==> src/rtl/mips_isa_pkg.sv <==
// MIPS ISA constants and shared types for the encoder and control decoder.
// Optional build macro: INSTR_ENC_OPCODE_CHECK_EN.
package mips_isa_pkg;

  localparam int WORD_W = 32;

  localparam logic [5:0] R_TYPE = 6'h00;
  localparam logic [5:0] ADDI   = 6'h08;
  localparam logic [5:0] ORI    = 6'h0D;
  localparam logic [5:0] ANDI   = 6'h0C;
  localparam logic [5:0] LUI    = 6'h0F;
  localparam logic [5:0] SW     = 6'h2B;
  localparam logic [5:0] LW     = 6'h23;
  localparam logic [5:0] BEQ    = 6'h04;
  localparam logic [5:0] BNE    = 6'h05;

  typedef enum logic {
    EMPTY = 1'b0,
    FULL  = 1'b1
  } enc_state_e;

  typedef struct packed {
    logic [5:0]  opcode;
    logic [4:0]  rs;
    logic [4:0]  rt;
    logic [4:0]  rd;
    logic [4:0]  shamt;
    logic [5:0]  funct;
    logic [15:0] imm;
  } instr_fields_t;

  function automatic logic is_known(
    input logic [5:0] op
  );
    logic hit;
    hit = 1'b0;
    unique case (1'b1)
      op == R_TYPE: hit = 1'b1;
      op == ADDI:   hit = 1'b1;
      op == ORI:    hit = 1'b1;
      op == ANDI:   hit = 1'b1;
      op == LUI:    hit = 1'b1;
      op == SW:     hit = 1'b1;
      op == LW:     hit = 1'b1;
      op == BEQ:    hit = 1'b1;
      op == BNE:    hit = 1'b1;
      default:      hit = 1'b0;
    endcase
    return hit;
  endfunction

endpackage

==> src/rtl/instr_encoder_if.sv <==
// Field-input handshake plus program-memory write port of the encoder.
// Optional build macro: INSTR_ENC_OPCODE_CHECK_EN.
interface instr_encoder_if;

  logic        enc_valid_i;
  logic        enc_ready_o;
  logic [5:0]  opcode_i;
  logic [4:0]  rs_i;
  logic [4:0]  rt_i;
  logic [4:0]  rd_i;
  logic [4:0]  shamt_i;
  logic [5:0]  funct_i;
  logic [15:0] imm_i;
  logic        load_i;
  logic [31:0] load_addr_i;
  logic        mem_valid_o;
  logic        mem_ready_i;
  logic [31:0] mem_addr_o;
  logic [31:0] mem_wdata_o;
  logic        illegal_o;
  logic [15:0] word_cnt_o;

  modport slave (
    input  enc_valid_i,
    output enc_ready_o,
    input  opcode_i,
    input  rs_i,
    input  rt_i,
    input  rd_i,
    input  shamt_i,
    input  funct_i,
    input  imm_i,
    input  load_i,
    input  load_addr_i,
    output mem_valid_o,
    input  mem_ready_i,
    output mem_addr_o,
    output mem_wdata_o,
    output illegal_o,
    output word_cnt_o
  );

  modport master (
    output enc_valid_i,
    input  enc_ready_o,
    output opcode_i,
    output rs_i,
    output rt_i,
    output rd_i,
    output shamt_i,
    output funct_i,
    output imm_i,
    output load_i,
    output load_addr_i,
    input  mem_valid_o,
    output mem_ready_i,
    input  mem_addr_o,
    input  mem_wdata_o,
    input  illegal_o,
    input  word_cnt_o
  );

endinterface

==> src/rtl/instr_field_pack.sv <==
// Combinational packer: instruction fields to a 32-bit MIPS word.
// Optional build macro: INSTR_ENC_OPCODE_CHECK_EN (drives legal).
module instr_field_pack
  import mips_isa_pkg::*;
(
  input  instr_fields_t      fields,
  output logic [WORD_W-1:0]  word,
  output logic               legal
);

  always_comb begin
    word = {fields.opcode, fields.rs,
            fields.rt, fields.imm};
    unique case (1'b1)
      fields.opcode == R_TYPE:
        word = {fields.opcode, fields.rs,
                fields.rt, fields.rd,
                fields.shamt, fields.funct};
      fields.opcode == LUI:
        word = {fields.opcode, 5'd0,
                fields.rt, fields.imm};
      default: ;
    endcase
  end

`ifdef INSTR_ENC_OPCODE_CHECK_EN
  assign legal = is_known(fields.opcode);
`else
  // Unknown opcodes fall through to I-format above.
  assign legal = 1'b1;
`endif

endmodule

==> src/rtl/instr_encoder.sv <==
// Instruction encoder: packs fields, stamps addresses, writes program memory.
// Optional build macro: INSTR_ENC_OPCODE_CHECK_EN (drop illegal opcodes).
module instr_encoder (
  input  logic            clk_i,
  input  logic            rst_n_i,
  instr_encoder_if.slave  bus
);
  import mips_isa_pkg::*;

  enc_state_e          state;
  enc_state_e          state_nxt;
  instr_fields_t       fields;
  logic [WORD_W-1:0]   word;
  logic                legal;
  logic                full;
  logic                accept;
  logic                take;
  logic                mem_valid;
  logic                wr_done;
  logic [31:0]         addr_cnt;
  logic [31:0]         load_base;
  logic [31:0]         stamp;
  logic [31:0]         addr_q;
  logic [WORD_W-1:0]   wdata_q;
  logic [15:0]         word_cnt;

  assign fields = '{
    opcode: bus.opcode_i,
    rs:     bus.rs_i,
    rt:     bus.rt_i,
    rd:     bus.rd_i,
    shamt:  bus.shamt_i,
    funct:  bus.funct_i,
    imm:    bus.imm_i
  };

  instr_field_pack u_pack (
    .fields (fields),
    .word   (word),
    .legal  (legal)
  );

  assign full      = (state == FULL);
  assign bus.enc_ready_o = !full || bus.mem_ready_i;
  assign accept    = bus.enc_valid_i && bus.enc_ready_o;
  assign take      = accept && legal;
  assign wr_done   = mem_valid && bus.mem_ready_i;
  assign load_base = {bus.load_addr_i[31:2], 2'b00};
  // A load coinciding with an accept stamps this very word.
  assign stamp     = bus.load_i ? load_base : addr_cnt;

  always_ff @(posedge clk_i) begin
    if (!rst_n_i) begin
      state <= EMPTY;
    end else begin
      state <= state_nxt;
    end
  end

  always_comb begin
    state_nxt = state;
    unique case (state)
      EMPTY: if (take) state_nxt = FULL;
      FULL: begin
        if (take)                 state_nxt = FULL;
        else if (bus.mem_ready_i) state_nxt = EMPTY;
      end
      default: state_nxt = EMPTY;
    endcase
  end

  always_comb begin
    mem_valid = (state == FULL);
  end

  always_ff @(posedge clk_i) begin
    if (!rst_n_i) begin
      wdata_q <= '0;
      addr_q  <= '0;
    end else if (take) begin
      wdata_q <= word;
      addr_q  <= stamp;
    end
  end

  always_ff @(posedge clk_i) begin
    if (!rst_n_i) begin
      addr_cnt <= '0;
    end else if (take) begin
      addr_cnt <= stamp + 32'd4;
    end else if (bus.load_i) begin
      addr_cnt <= load_base;
    end
  end

  always_ff @(posedge clk_i) begin
    if (!rst_n_i) begin
      word_cnt <= '0;
    end else if (wr_done && word_cnt != 16'hFFFF) begin
      word_cnt <= word_cnt + 16'd1;
    end
  end

`ifdef INSTR_ENC_OPCODE_CHECK_EN
  logic illegal_q;

  always_ff @(posedge clk_i) begin
    if (!rst_n_i) begin
      illegal_q <= 1'b0;
    end else begin
      illegal_q <= accept && !legal;
    end
  end

  assign bus.illegal_o = illegal_q;
`else
  assign bus.illegal_o = 1'b0;
`endif

  assign bus.mem_valid_o = mem_valid;
  assign bus.mem_addr_o  = addr_q;
  assign bus.mem_wdata_o = wdata_q;
  assign bus.word_cnt_o  = word_cnt;

endmodule

==> src/flat_wrapper.sv <==
// flat-port wrapper written by rule: the top's interface ports become plain ports
module instr_encoder_flat import mips_isa_pkg::*;
  (clk_i, rst_n_i, bus_enc_valid_i, bus_enc_ready_o, bus_opcode_i, bus_rs_i, bus_rt_i, bus_rd_i, bus_shamt_i, bus_funct_i, bus_imm_i, bus_load_i, bus_load_addr_i, bus_mem_valid_o, bus_mem_ready_i, bus_mem_addr_o, bus_mem_wdata_o, bus_illegal_o, bus_word_cnt_o);
  instr_encoder_if bus_i ();
  input  logic clk_i;
  input  logic rst_n_i;
  input wire logic [$bits(bus_i.enc_valid_i)-1:0] bus_enc_valid_i;
  output wire logic [$bits(bus_i.enc_ready_o)-1:0] bus_enc_ready_o;
  input wire logic [$bits(bus_i.opcode_i)-1:0] bus_opcode_i;
  input wire logic [$bits(bus_i.rs_i)-1:0] bus_rs_i;
  input wire logic [$bits(bus_i.rt_i)-1:0] bus_rt_i;
  input wire logic [$bits(bus_i.rd_i)-1:0] bus_rd_i;
  input wire logic [$bits(bus_i.shamt_i)-1:0] bus_shamt_i;
  input wire logic [$bits(bus_i.funct_i)-1:0] bus_funct_i;
  input wire logic [$bits(bus_i.imm_i)-1:0] bus_imm_i;
  input wire logic [$bits(bus_i.load_i)-1:0] bus_load_i;
  input wire logic [$bits(bus_i.load_addr_i)-1:0] bus_load_addr_i;
  output wire logic [$bits(bus_i.mem_valid_o)-1:0] bus_mem_valid_o;
  input wire logic [$bits(bus_i.mem_ready_i)-1:0] bus_mem_ready_i;
  output wire logic [$bits(bus_i.mem_addr_o)-1:0] bus_mem_addr_o;
  output wire logic [$bits(bus_i.mem_wdata_o)-1:0] bus_mem_wdata_o;
  output wire logic [$bits(bus_i.illegal_o)-1:0] bus_illegal_o;
  output wire logic [$bits(bus_i.word_cnt_o)-1:0] bus_word_cnt_o;
  assign bus_i.enc_valid_i = bus_enc_valid_i;
  assign bus_enc_ready_o = bus_i.enc_ready_o;
  assign bus_i.opcode_i = bus_opcode_i;
  assign bus_i.rs_i = bus_rs_i;
  assign bus_i.rt_i = bus_rt_i;
  assign bus_i.rd_i = bus_rd_i;
  assign bus_i.shamt_i = bus_shamt_i;
  assign bus_i.funct_i = bus_funct_i;
  assign bus_i.imm_i = bus_imm_i;
  assign bus_i.load_i = bus_load_i;
  assign bus_i.load_addr_i = bus_load_addr_i;
  assign bus_mem_valid_o = bus_i.mem_valid_o;
  assign bus_i.mem_ready_i = bus_mem_ready_i;
  assign bus_mem_addr_o = bus_i.mem_addr_o;
  assign bus_mem_wdata_o = bus_i.mem_wdata_o;
  assign bus_illegal_o = bus_i.illegal_o;
  assign bus_word_cnt_o = bus_i.word_cnt_o;
  instr_encoder u_core (.clk_i(clk_i), .rst_n_i(rst_n_i), .bus(bus_i));
endmodule
==> config.mk <==
export PLATFORM = sky130hd
export DESIGN_NAME = instr_encoder_flat
export DESIGN_NICKNAME = d
export VERILOG_FILES = /design/src/rtl/mips_isa_pkg.sv /design/src/rtl/instr_encoder_if.sv /design/src/rtl/instr_field_pack.sv /design/src/rtl/instr_encoder.sv /design/src/flat_wrapper.sv
export SDC_FILE = /design/constraint.sdc
export NUM_CORES = 1
export LEC_CHECK = 0
export CORE_MARGIN = 1
export CORE_UTILIZATION = 51
export CTS_CLUSTER_DIAMETER = 30
export DETAILED_ROUTE_END_ITERATION = 8
export HOLD_SLACK_MARGIN = 0.15
export PLACE_DENSITY = 0.87
export SLEW_MARGIN = 20
export SYNTH_ARGS = -nofsm -noshare
export SYNTH_HDL_FRONTEND = slang
export SYNTH_SLANG_ARGS = --single-unit
==> constraint.sdc <==
create_clock -name clk_i -period 6.35 [get_ports clk_i]
set_input_delay 1.27 -clock clk_i [delete_from_list [all_inputs] [get_ports clk_i]]
set_output_delay 1.27 -clock clk_i [all_outputs]
set_load 0.005 [all_outputs]
==> results of run 1 <==
logic make-up (layout without fill, tap and decap cells):
| logic type | after synthesis | in the layout | share of synthesized area [%] |
|---|---|---|---|
| XOR/XNOR | 24 | 24 | 3.91 |
| other | 1 | 1 | 0.0698 |
| AND/OR/NAND/NOR | 252 | 252 | 24.6 |
| AO/OA/AOI/OAI | 121 | 121 | 16.2 |
| adder cells (fa/ha/maj) | 2 | 2 | 0.466 |
| flip-flops | 113 | 113 | 42.1 |
| multiplexers | 47 | 47 | 8.96 |
| buffers and inverters | 43 | 206 | 3.63 |
per-stage QoR:
stage          instances  cell area [um^2]
2_1_floorplan        603              5370
3_3_place_gp         870              7050
3_5_place_dp         870              7050
4_1_cts              902              7690
5_1_grt              902              7690
6_report             902              7690
critical path: cells and delay by family:
kind / cells / cell delay, ns
and+or+nand+nor: 1 / 0.46
buffers and inverters: 3 / 1.12
layout make-up:
cell class | count | area (um^2)
Clock inverter | 13 | 209
Clock buffer | 19 | 432
Fill cell | 756 | 2590
Sequential cell | 113 | 2260
Multi-Input combinational cell | 447 | 2920
Inverter | 6 | 23.8
Tap cell | 136 | 170
Timing Repair Buffer | 168 | 1670
layout by cell type (no fill, tap or decap), types with 9 or more instances in the layout:
cell             Yosys  routed
nor2_1              85      84
nand2_1             49      49
nand3_1             17      17
dfxtp_1            113     113
nand3b_1            11      11
xnor2_1             11      11
a21oi_1             27      27
clkdlybuf4s50_1      0     163
o211ai_1             9       9
mux2i_1             40      40
nand4_1             14      14
nor3_1              17      17
clkbuf_16            0      16
xor2_1              13      13
a211oi_1            42      42
layer usage:
layer,wire (um),vias to the layer above
met4,207,0
met3,1080,21
met1,6000,2434
met5,0,-
met2,7670,208
li1,-,2508
power by group through the flow:
stage                     sequential (mW)  combinational [mW]  clock [mW]
after floorplan                     0.790               0.125           0
after global placement              0.789               0.261           0
after detailed placement            0.792               0.267           0
after CTS                           0.777               0.271        1.03
after global routing                0.782               0.293        1.07
final                               0.778               0.271        1.03
worst paths after layout:
check                                         from  depth (start not counted)  slack (ns)                                 endpoint
max                                bus_mem_ready_i                          4        2.23                          bus_enc_ready_o
min          u_core.bus.mem_addr_o[1]$_SDFFE_PN0P_                          2        0.46    u_core.bus.mem_addr_o[1]$_SDFFE_PN0P_
max reg2reg      u_core.bus.mem_valid_o$_SDFF_PN0_                          6        3.88  u_core.bus.mem_wdata_o[21]$_SDFFE_PN0P_
min reg2reg  u_core.bus.mem_addr_o[1]$_SDFFE_PN0P_                          2        0.46    u_core.bus.mem_addr_o[1]$_SDFFE_PN0P_
registers in the layout (all words and copies together) (netlist names):
name                    cells
u_core.addr_cnt            32
u_core.bus.mem_addr_o      32
u_core.bus.mem_wdata_o     32
u_core.bus.word_cnt_o      16
u_core.bus.mem_valid_o      1
==> results.yml, run 1 <==
sta:
  worst_slew_pin_slew_ns: 0.977
  fin_crit_sh_pct: 64.9
  timing.clock.skew_ns: 0.00859
  whs_ns: 0.457
  final.min_clock_period_ns: 4.12
  post-route-worst-setup-slack_ns: 2.23
  setup-violations-final: 0
  report.final.hold_viol_count: 0
  number_of_pins_with_negative_max_slew_slack_in_the_final_report: 0
  rsz0062_at_grt: "no"
  setup_total_negative_slack_ns: 0
  max-slew-margin-rel_pct: 34.9
  fmaxAchievable_mhz: 243
floorplanning:
  initial_core_util_pct: 52.3
  pin_count: 168
  row_count: 37
  die-area_um2: 11000
  die-height_um: 105
  core_area_um2: 10300
  die_w_um: 105
yosys:
  synth_top_cell_area_share_pct: 42.1
  asyncSetResetFlopFracSynth_pct: 0
  synth_warnings: 0
  ys_types: 61
  synthesis.nets: 690
  yosys_register_bits: 113
  syn_avg_cell_area_um2: 8.91
  synth_sequential_area_ratio_pct: 42.1
  ys_dominant_reg_cell: "dfxtp_1"
  netlist_top_cells_area: "dfxtp_1 (42%), mux2i_1 (7.5%), nor2_1 (5.9%), a211oi_1 (5.9%), nand2_1 (3.4%)"
  netlist_top_cells_count: "dfxtp_1 (113), nor2_1 (85), nand2_1 (49), a211oi_1 (42), mux2i_1 (40)"
  synth-edff-count: 0
  syn-cell-area_um2: 5370
  synth.most_common_cell: "dfxtp_1"
  syn-instance-count: 603
  synth_top_area_cell: "dfxtp_1"
detailed_routing:
  route.vias.total: 5171
  detail_route.vias_per_cell: 5.73
  wl_per_cell_um: 16.6
  detail_route.iter0.violations: 262
  wl_mm: 15.0
  drtPass1Iterations: 5
  route.detailed.drc: 0
  ant_nets: 0
worst_setup_path:
  cpPeakStageDelay_ns: 0.49
  worst-endpoint-arrival_ns: 2.85
  critPathCaptureType: "output port"
  critical_path_class: "input pin to output port"
  critPathMaxFanout: 4
  cell_by_cell_listing_of_the_critical_path: "clkdlybuf4s50_1 -> nor2b_1 -> inv_1 -> clkdlybuf4s50_1"
  critical_path_required_ns: 5.08
  cp-start-kind: "input pin"
  critPathSlowestCell: "clkdlybuf4s50_1"
  critical_path.most_common_cell: "clkdlybuf4s50_1"
cts:
  post-cts-setup-buffers: 0
  cts-buffers-inserted: 17
  post_cts.resized_instances: 0
  clockRootBuffer: "clkbuf_8"
  tritoncts: "yes"
  clock-sinks: 113
  clkTransAtPathRegs_ns: 0.06
  clk_latency_ns: 0.51
  clockBufferDepth: 2
  cts_hold_repair.buffers: 0
  h-tree-depth: 4
final_layout:
  proportion_of_layout_cells_with_a_drive_suffix_above_1_pct: 7.44
  layout.core_utilization_pct: 74.8
  areaGrowthSynthToFinish_pct: 43.1
  antenna_cells: 0
  nNetsFinal: 840
placement:
  post-place-ws_ns: 2.24
  io_buffer_count: 164
  dpl.hpwl_mm: 10.3
  finalWeightedCongestion: 0.933
global_route:
  number_of_global_route_vias_before_repair: 4970
  grt_first_pass_wirelength_mm: 23.9
  routing_usage_on_met2_pct: 49.8
  globalRouteTotalUtil_pct: 27.0
  grt_start_max_net_pins: 73
  grt_busiest_layer: "met2"
  use_met1_pct: 30.3
  globalRouteOverflowTotal: 0
  met3_usage_pct: 6.74
  number_of_antenna_violations_at_the_first_check_in_global_routing: 0
pwr:
  power_spent_charging_and_discharging_nets_mw: 0.489
  report.power.total_mw: 2.08
  relative_contribution_of_combinational_cells_to_total_power_pct: 13.1
  intPower_mw: 1.59
  netSwitchingFraction_pct: 23.5
  power_density_nw_per_um2: 270
  vdd.ir_drop.worst_uv: 165
  leakage_nw: 2.98
  power.sequential.fraction_pct: 37.5
  clock_power_share_pct: 49.4
min_path:
  min-delay-path-class: "register to register"
outcome:
  outcome: "finished, final reports clean"
flow_run:
  maxCapViolCount: 0
Note: power is estimated with default switching activity, not from simulation.
==> inputs of run 2 (changes only) <==
--- a/config.mk
+++ b/config.mk
@@ -6,11 +6,11 @@
 export NUM_CORES = 1
 export LEC_CHECK = 0
 export CORE_MARGIN = 1
-export CORE_UTILIZATION = 51
+export CORE_UTILIZATION = 47
 export CTS_CLUSTER_DIAMETER = 30
 export DETAILED_ROUTE_END_ITERATION = 8
 export HOLD_SLACK_MARGIN = 0.15
-export PLACE_DENSITY = 0.87
+export PLACE_DENSITY = 0.81
 export SLEW_MARGIN = 20
 export SYNTH_ARGS = -nofsm -noshare
 export SYNTH_HDL_FRONTEND = slang
==> constraint.sdc (replaced) <==
create_clock -name clk_i -period 4.1 [get_ports clk_i]
set_input_delay 0.82 -clock clk_i [delete_from_list [all_inputs] [get_ports clk_i]]
set_output_delay 0.82 -clock clk_i [all_outputs]
set_load 0.005 [all_outputs]
==> run 2 against run 1 <==
  * Via count shrank 0.89%
  * Final area down 0.28%
  * Non-clock buffer count up 5
  * Hold slack worse by 0.0018 ns
  * Clock power up 35%
  * Wire length barely moved
  * Clock-buffer cell count increased by 2
  * Power up 46%
  * Critical endpoint unchanged
==> results.yml, run 2 (same netlist as run 1, synthesis figures left out) <==
worst_setup_path:
  ff2ff_path_depth: 7
  critical_path.most_common_cell: "clkdlybuf4s50_1"
  worst-endpoint-arrival_ns: 2.39
  path_depth: 4
  path_delay_family: "buffers and inverters"
  critPathMaxFanout: 4
  critPathSlowestCell: "clkdlybuf4s50_1"
  critical_path_required_ns: 3.28
  critPathCaptureType: "output port"
  cp.buffers_inverters: 3
  cell_by_cell_listing_of_the_critical_path: "clkdlybuf4s50_1 -> nor2b_1 -> inv_1 -> clkdlybuf4s50_1"
  cpPeakStageDelay_ns: 0.49
  cp-start-kind: "input pin"
  critical_path_class: "input pin to output port"
floorplanning:
  die-area_um2: 11900
  die_w_um: 109
  core_area_um2: 11000
  pin_count: 168
  initial_core_util_pct: 48.9
  die-height_um: 109
  row_count: 38
cts:
  clock-sinks: 113
  h-tree-depth: 4
  clockBufferDepth: 2
  clockRootBuffer: "clkbuf_16"
  tritoncts: "yes"
  clkTransAtPathRegs_ns: 0.05
  post_cts.resized_instances: 0
  post-cts-setup-buffers: 0
  clk_latency_ns: 0.40
  cts-buffers-inserted: 17
  cts_hold_repair.buffers: 0
placement:
  dpl.hpwl_mm: 10.5
  finalWeightedCongestion: 0.891
  io_buffer_count: 164
global_route:
  grt_start_max_net_pins: 103
  number_of_antenna_violations_at_the_first_check_in_global_routing: 0
  globalRouteTotalUtil_pct: 25.7
  number_of_global_route_vias_before_repair: 4957
  globalRouteOverflowTotal: 0
  grt_first_pass_wirelength_mm: 23.7
sta:
  max-slew-margin-rel_pct: 42.3
  worst_slew_pin_slew_ns: 0.864
  report.final.hold_viol_count: 0
  fin_crit_sh_pct: 78.3
  timing.clock.skew_ns: 0.0106
  setup-violations-final: 0
  rsz0062_at_grt: "no"
  setup_total_negative_slack_ns: 0
  final.min_clock_period_ns: 3.21
  number_of_pins_with_negative_max_slew_slack_in_the_final_report: 0
  fmaxAchievable_mhz: 312
final_layout:
  mostFrequentLayoutCells: "clkdlybuf4s50_1 (163), dfxtp_1 (113), nor2_1 (84), nand2_1 (49), a211oi_1 (42)"
  layout.core_utilization_pct: 69.8
  antenna_cells: 0
  most_common_cell_after_layout_fill_and_taps_aside: "clkdlybuf4s50_1"
  nNetsFinal: 845
  proportion_of_layout_cells_with_a_drive_suffix_above_1_pct: 7.78
  areaGrowthSynthToFinish_pct: 42.7
outcome:
  outcome: "finished, final reports clean"
flow_run:
  maxCapViolCount: 0
pwr:
  leakage_nw: 2.98
  power_density_nw_per_um2: 394
  vdd.ir_drop.worst_uv: 283
  report.power.total_mw: 3.02
detailed_routing:
  route.detailed.drc: 0
  route.vias.total: 5125
  ant_nets: 0
  wl_mm: 14.9
  wl_per_cell_um: 16.4
  detail_route.iter0.violations: 323
  detail_route.vias_per_cell: 5.63
  drtPass1Iterations: 4
min_path:
  hold_path_depth: 2
  min-delay-path-class: "register to register"
-- run 2: cell types whose count changed in the layout (fill, tap and decap cells not counted) --
cell,before,now
buf_4,4,8
clkinv_4,2,1
buf_12,0,1
bufinv_16,5,2
clkbuf_1,1,3
clkbuf_8,2,1
clkinvlp_4,3,2
clkbuf_16,16,17
inv_6,1,0
clkinv_2,3,7
-- run 2: per-layer routing --
layer	part of all wire (%)	up-vias	global-route usage [%]
li1	-	2511	-
met1	41	2373	30.4
met2	49	217	42.7
met3	8.3	24	7.59
met4	2.0	0	11.3
met5	0	-	0
-- run 2: stage by stage --
stage / hold slack, ns / area, um^2 / worst slack, ns / cells
after global placement: 0.442 / 7100 / 0.868 / 879
after CTS: 0.460 / 7670 / 0.874 / 911
after global routing: 0.493 / 7670 / 0.786 / 911
after detailed placement: 0.451 / 7100 / 0.795 / 879
after floorplan: 0.451 / 5370 / 1.02 / 603
final: 0.456 / 7670 / 0.892 / 911
-- run 2: area by class of cell --
| type | instances | area, um^2 |
|---|---|---|
| clock inverters | 11 | 114 |
| multi-input cells | 447 | 2920 |
| well taps | 140 | 175 |
| inverters | 6 | 23.8 |
| flip-flops and latches | 113 | 2260 |
| fillers | 863 | 3320 |
| clock buffers | 21 | 450 |
| repair buffers | 173 | 1720 |
-- run 2: power by group --
| part | internal [mW] | leakage [nW] | switching (mW) |
|---|---|---|---|
| clock | 0.903 | 0.276 | 0.490 |
| sequential | 1.16 | 0.930 | 0.0389 |
| combinational | 0.233 | 1.77 | 0.192 |
| total | 2.30 | 2.98 | 0.721 |
-- run 2: worst paths after layout --
kind | startpoint | end | slack (ns)
worst max-delay path | bus_mem_ready_i | bus_enc_ready_o | 0.89
worst min-delay path | u_core.bus.mem_wdata_o[28]$_SDFFE_PN0P_ | u_core.bus.mem_wdata_o[28]$_SDFFE_PN0P_ | 0.46
worst max register to register | u_core.addr_cnt[2]$_SDFF_PN0_ | u_core.addr_cnt[24]$_SDFF_PN0_ | 1.79
worst min register to register | u_core.bus.mem_wdata_o[28]$_SDFFE_PN0P_ | u_core.bus.mem_wdata_o[28]$_SDFFE_PN0P_ | 0.46
-- run 2: tightest hold or removal path, stage by stage (launching register included) --
cell     delay (ns)
dfxtp_1        0.30
nand2_1        0.05
a21oi_1        0.05
